[config.mk]
export PLATFORM = sky130hd
export DESIGN_NAME = conv3x3_window_mac
export DESIGN_NICKNAME = d
export VERILOG_FILES = /design/src/rtl/conv3x3_window_mac.sv
export SDC_FILE = /design/constraint.sdc
export NUM_CORES = 2
export LEC_CHECK = 0
export CORE_MARGIN = 2
export CORE_UTILIZATION = 50
export DETAILED_ROUTE_END_ITERATION = 7
export PLACE_DENSITY = 0.64
export SLEW_MARGIN = 20
export SYNTH_ARGS = -nofsm -noshare
export SYNTH_HDL_FRONTEND = slang
export SYNTH_SLANG_ARGS = --single-unit
[constraint.sdc]
create_clock -name clk -period 10.6 [get_ports clk]
set_input_delay 1.59 -clock clk [delete_from_list [all_inputs] [get_ports clk]]
set_output_delay 1.59 -clock clk [all_outputs]
set_load 0.02 [all_outputs]
[src/rtl/conv3x3_window_mac.sv]
// conv3x3_window_mac: streaming 3x3 convolution MAC with weight store, FSM and protocol error flag
module conv3x3_window_mac #(
  parameter int IMG_W  = 226,
  parameter int IMG_H  = 226,
  parameter int DATA_W = 9,
  parameter int W_W    = 8,
  parameter int ACC_W  = 21
) (
  input  logic                      clk,
  input  logic                      reset,
  input  logic                      start,
  input  logic                      pix_valid,
  input  logic [9*DATA_W-1:0]       matrix,
  input  logic                      w_load,
  input  logic signed [W_W-1:0]     w_data,
  input  logic signed [15:0]        bias,
  input  logic                      relu_en,
  output logic signed [ACC_W-1:0]   result,
  output logic                      out_valid,
  output logic                      frame_done,
  output logic                      busy,
  output logic                      err
);
  localparam int PW = DATA_W + W_W;
  localparam int CW = $clog2(IMG_W);
  localparam int RW = $clog2(IMG_H);
  localparam logic [1:0] IDLE  = 2'd0;
  localparam logic [1:0] RUN   = 2'd1;
  localparam logic [1:0] FLUSH = 2'd2;

  logic [1:0]              state_q, state_d;
  logic [CW-1:0]           col_q, col_d;
  logic [RW-1:0]           row_q, row_d;
  logic [1:0]              fl_q, fl_d;
  logic [3:0]              idx_q, idx_d;
  logic signed [W_W-1:0]   w_q [9];
  logic signed [W_W-1:0]   w_d [9];
  logic                    err_q, err_d;
  logic                    win_v_q, win_v_d;
  logic                    prod_v_q, prod_v_d;
  logic                    sum_v_q, sum_v_d;
  logic                    out_v_q, out_v_d;
  logic                    done_q, done_d;
  logic signed [PW-1:0]    prod_q [9];
  logic signed [PW-1:0]    prod_d [9];
  logic signed [ACC_W-1:0] sum_q, sum_d;
  logic signed [ACC_W-1:0] result_q, result_d;

  // Control: FSM, raster counters, weight writes, valid pipeline and error tracking
  always_comb begin
    state_d  = state_q;
    col_d    = col_q;
    row_d    = row_q;
    fl_d     = fl_q;
    idx_d    = idx_q;
    w_d      = w_q;
    err_d    = err_q;
    win_v_d  = 1'b0;
    done_d   = 1'b0;
    prod_v_d = win_v_q;
    sum_v_d  = prod_v_q;
    out_v_d  = sum_v_q;
    if (state_q == IDLE) begin
      if (start) begin
        state_d = RUN;
        err_d   = 1'b0;
        idx_d   = '0;
        col_d   = '0;
        row_d   = '0;
      end else if (w_load) begin
        w_d[idx_q] = w_data;
        idx_d      = idx_q == 4'd8 ? 4'd0 : idx_q + 4'd1;
      end
    end else begin
      if (start || w_load) err_d = 1'b1;
      if (state_q == RUN) begin
        if (pix_valid) begin
          win_v_d = row_q >= RW'(2) && col_q >= CW'(2);
          col_d   = col_q == CW'(IMG_W-1) ? '0 : col_q + 1'b1;
          row_d   = col_q == CW'(IMG_W-1) ? row_q + 1'b1 : row_q;
          if (col_q == CW'(IMG_W-1) && row_q == RW'(IMG_H-1)) begin
            state_d = FLUSH;
            fl_d    = '0;
          end
        end else begin
          err_d    = 1'b1;
          state_d  = IDLE;
          prod_v_d = 1'b0;
          sum_v_d  = 1'b0;
          out_v_d  = 1'b0;
        end
      end else begin
        fl_d = fl_q + 2'd1;
        if (fl_q == 2'd2) begin
          state_d = IDLE;
          done_d  = 1'b1;
        end
      end
    end
  end

  // Datapath: per-tap products, bias-added sum, optional ReLU on the output stage
  always_comb begin
    for (int k = 0; k < 9; k++)
      prod_d[k] = PW'($signed(matrix[DATA_W*k +: DATA_W])) * PW'(w_q[k]);
    sum_d = ACC_W'(bias);
    for (int k = 0; k < 9; k++) sum_d = sum_d + ACC_W'(prod_q[k]);
    result_d = sum_v_q ? ((relu_en && sum_q[ACC_W-1]) ? '0 : sum_q) : result_q;
  end

  // State registers with asynchronous active-low clear
  always_ff @(posedge clk or negedge reset) begin
    if (!reset) begin
      state_q  <= IDLE;
      col_q    <= '0;
      row_q    <= '0;
      fl_q     <= '0;
      idx_q    <= '0;
      err_q    <= 1'b0;
      win_v_q  <= 1'b0;
      prod_v_q <= 1'b0;
      sum_v_q  <= 1'b0;
      out_v_q  <= 1'b0;
      done_q   <= 1'b0;
      sum_q    <= '0;
      result_q <= '0;
      for (int k = 0; k < 9; k++) begin
        w_q[k]    <= '0;
        prod_q[k] <= '0;
      end
    end else begin
      state_q  <= state_d;
      col_q    <= col_d;
      row_q    <= row_d;
      fl_q     <= fl_d;
      idx_q    <= idx_d;
      err_q    <= err_d;
      win_v_q  <= win_v_d;
      prod_v_q <= prod_v_d;
      sum_v_q  <= sum_v_d;
      out_v_q  <= out_v_d;
      done_q   <= done_d;
      sum_q    <= sum_d;
      result_q <= result_d;
      w_q      <= w_d;
      prod_q   <= prod_d;
    end
  end

  assign result     = result_q;
  assign out_valid  = out_v_q;
  assign frame_done = done_q;
  assign busy       = state_q != IDLE;
  assign err        = err_q;
endmodule

==> flow_summary.yaml <==
floorplan:
  die_area_mm2: 0.0779
  rows: 100
  die_w_um: 279
  core_area_mm2: 0.0747
  initial_core_util_pct: 50.6
  die_y_um: 279
  ios: 136
global_route:
  grt_pass1_wl_mm: 145
  grt_overflow_total: 0
  track_usage_pct: 24.0
  grt_pass1_vias: 26700
  antenna_found_initial: 3
  grt_start_max_net_pins: 177
hold_path:
  holdPathEnd: "result[5]"
  hold_class: "reg2reg"
  hp-start: "sum_q[5]"
  holdPathStages: 2
final_layout:
  fin_nets: 4976
  multiInputGateArea_mm2: 0.0270
  synthToLayoutAreaGrowth_pct: 9.79
  n_fill_cell: 6601
  instances_no_fill: 4859
  drive_gt1_share_pct: 3.99
  seqCellArea_mm2: 0.00743
critical_path:
  critPathRequiredTime_ps: 11090
  path_delay_family: "adder cells"
  crit_chain: "clkdlybuf4s50_1 > inv_1 > fa_1 > inv_1 > fa_1 > fa_1 > fa_1 > inv_1 > fa_1 > inv_1 > ha_1 > a2111oi_2 > o21ai_1 > a32oi_1 > a21boi_1 > a211oi_1 > xnor2_1"
  end_kind: "flip-flop"
  r2r_start: "prod_q[87]"
  slowest_delay_ps: 540
  cp.arrival_ps: 6540
  crit_start: "bias[7]"
  crit_path_frequent_cell: "fa_1"
  start_kind: "input port"
  ff2ff_path_depth: 14
  crit_fanout: 5
  cpMaxStageDelayCell: "fa_1"
  r2r-end: "sum_q[18]"
  path_depth: 17
  reg2reg_slack_ps: 5590
  worstSetupPathType: "in2reg"
  crit_buf_inv: 5
placed_design:
  dp.final_hpwl_mm: 71.5
  place.gp.congestion: 0.895
  numPortBuffers: 135
  place_inst: 4792
logic_synthesis:
  yosys.cell_types.count: 64
  ys_seq_elements: 297
  syn_area_mm2: 0.0378
  syn_inst: 3715
  syn_avg_cell_area_um2: 10.2
  synth_edf_count: 0
  async_flop_share_pct: 100
  synth_ff_type: "dfrtp_1"
  ys_warn_count: 0
  synth_nets: 4829
  seq_area_frac_synth_pct: 19.7
clocking:
  clock_latency_ps: 560
  cts_resized: 0
  clkTransAtPathRegs_ps: 60
  cts_buffers: 36
  cts_tree: "built"
  cts_max_path_buffers: 3
  cts_root_buf: "clkbuf_16"
  post-cts-setup-buffers: 0
  cts_sinks: 297
  htreeDepth: 2
  ctsHoldBuffers: 0
route:
  drc_errors: 0
  wire_per_inst_um: 17.9
  drt_wl_total_mm: 87.1
  drt_iter0_drc: 1227
  firstDrtPassIters: 5
  via_count: 24700
  ant_nets: 0
  routed_via_density: 5.07
sta:
  relSlewSlack_pct: 25.6
  min_period_ps: 6050
  fin_worst_skew_ps: 35.4
  rsz0062_at_grt: "no"
  hold_viol_final: 0
  tightest_slew_ps: 1110
  max_freq_ghz: 0.165
  fin_setup_tns_ps: 0
  slew_viol_final: 0
  setup_viol: 0
  finalCritPeriodShare_pct: 57.1
run:
  maxCapViolations: 0
run_status:
  run_status: "complete, no violations"
## cells in the final DEF, fill, tap and decap left out, types with 13 or more instances in the layout
cell type,n
nor3_1,37
xnor2_1,130
a21o_1,17
nor2b_1,13
o21ai_0,87
and2_1,379
a21oi_1,88
dfrtp_1,297
inv_1,875
nor2_1,69
nand2b_1,89
mux2_2,66
clkdlybuf4s50_1,134
nand3_1,27
ha_1,314
xor2_1,59
nand2_1,302
a31oi_1,13
clkbuf_16,36
fa_1,689
## worst max-delay path by stage
stage / to / slack [ps]
after CTS: sum_q[18] / 4550
final: sum_q[18] / 4550
after floorplan: sum_q[18] / 4900
after detailed placement: sum_q[18] / 3970
after global placement: sum_q[18] / 4050
after global routing: sum_q[18] / 4380
## Yosys cell counts (4+ instances only)
library cell | number | area, um2
buf_2 | 7 | 35.0
ha_1 | 314 | 3930
o31ai_1 | 5 | 37.5
dfrtp_1 | 297 | 7430
a21oi_1 | 88 | 440
a41oi_1 | 5 | 43.8
inv_1 | 875 | 3280
o211ai_1 | 5 | 37.5
o21ai_0 | 87 | 435
nor2_1 | 69 | 259
xnor2_1 | 130 | 1140
fa_1 | 689 | 13800
nand2_1 | 302 | 1130
nor2b_1 | 13 | 81.3
mux2_2 | 66 | 743
a21boi_0 | 7 | 52.6
and2_1 | 379 | 2370
nand3_1 | 27 | 135
nand4_1 | 9 | 56.3
nand2b_1 | 89 | 557
o22ai_1 | 4 | 25.0
a211oi_1 | 6 | 45.0
and3_1 | 9 | 56.3
a21o_1 | 17 | 128
clkbuf_1 | 27 | 101
o21bai_1 | 9 | 67.6
nor3_1 | 37 | 185
o2111ai_1 | 4 | 35.0
or3_1 | 12 | 75.1
a31oi_1 | 13 | 81.3
nand2_4 | 4 | 45.0
o21a_1 | 8 | 60.1
xor2_1 | 59 | 517
## worst reg2reg max path, delay by kind of cell, from the launching register on
kind	cells	cell delay, ps
AOI/OAI and AO/OA	5	1370
DFF	1	400
adders and majority gates	6	2970
xor gates and xnor gates	1	150
buffers and inverters	2	100
## cells by family after synthesis
| logic type | after synthesis | synth area share [%] |
|---|---|---|
| xor gates and xnor gates | 189 | 4.38 |
| buffers and inverters | 910 | 9.06 |
| adders and majority gates | 1003 | 46.9 |
| muxes | 70 | 2.07 |
| AOI/OAI and AO/OA | 277 | 4.40 |
| and+or+nand+nor | 969 | 13.6 |
| DFF | 297 | 19.7 |
## area by class of cell
cell class / instances / share of cell area [%]
Timing Repair Buffer: 144 / 3.51
Sequential cell: 297 / 17.9
Tap cell: 969 / 2.92
Antenna cell: 1 / 0.00603
Inverter: 875 / 7.91
Multi-Input combinational cell: 2508 / 65.0
Clock inverter: 16 / 0.344
Clock buffer: 49 / 2.46
## sequential cells by signal, indices dropped and copies added (netlist names), 2 cells and up
register  flops
col_q         8
sum_q        21
row_q         8
fl_q          2
idx_q         4
w_q          72
result       21
prod_q      153
state_q       2
## per-stage QoR
stage	hold slack, ps	area [um2]	utilization [%]	setup WS, ps
final	448	41500	55.6	4550
after global routing	480	41500	55.6	4380
after CTS	450	41500	55.5	4550
after detailed placement	437	40300	54.0	3970
after global placement	429	40300	54.0	4050
after floorplan	426	37800	-	4900
## metal layers
layer | routed length (um) | GRT usage, %
met1 | 37800 | 32.9
met2 | 43900 | 41.5
met3 | 3040 | 1.97
met4 | 2250 | 6.09
met5 | 13 | 0
Power is left out: the tool's default activity adds up to more than one toggle a clock period on the data nets, which glitch-free logic cannot reach.
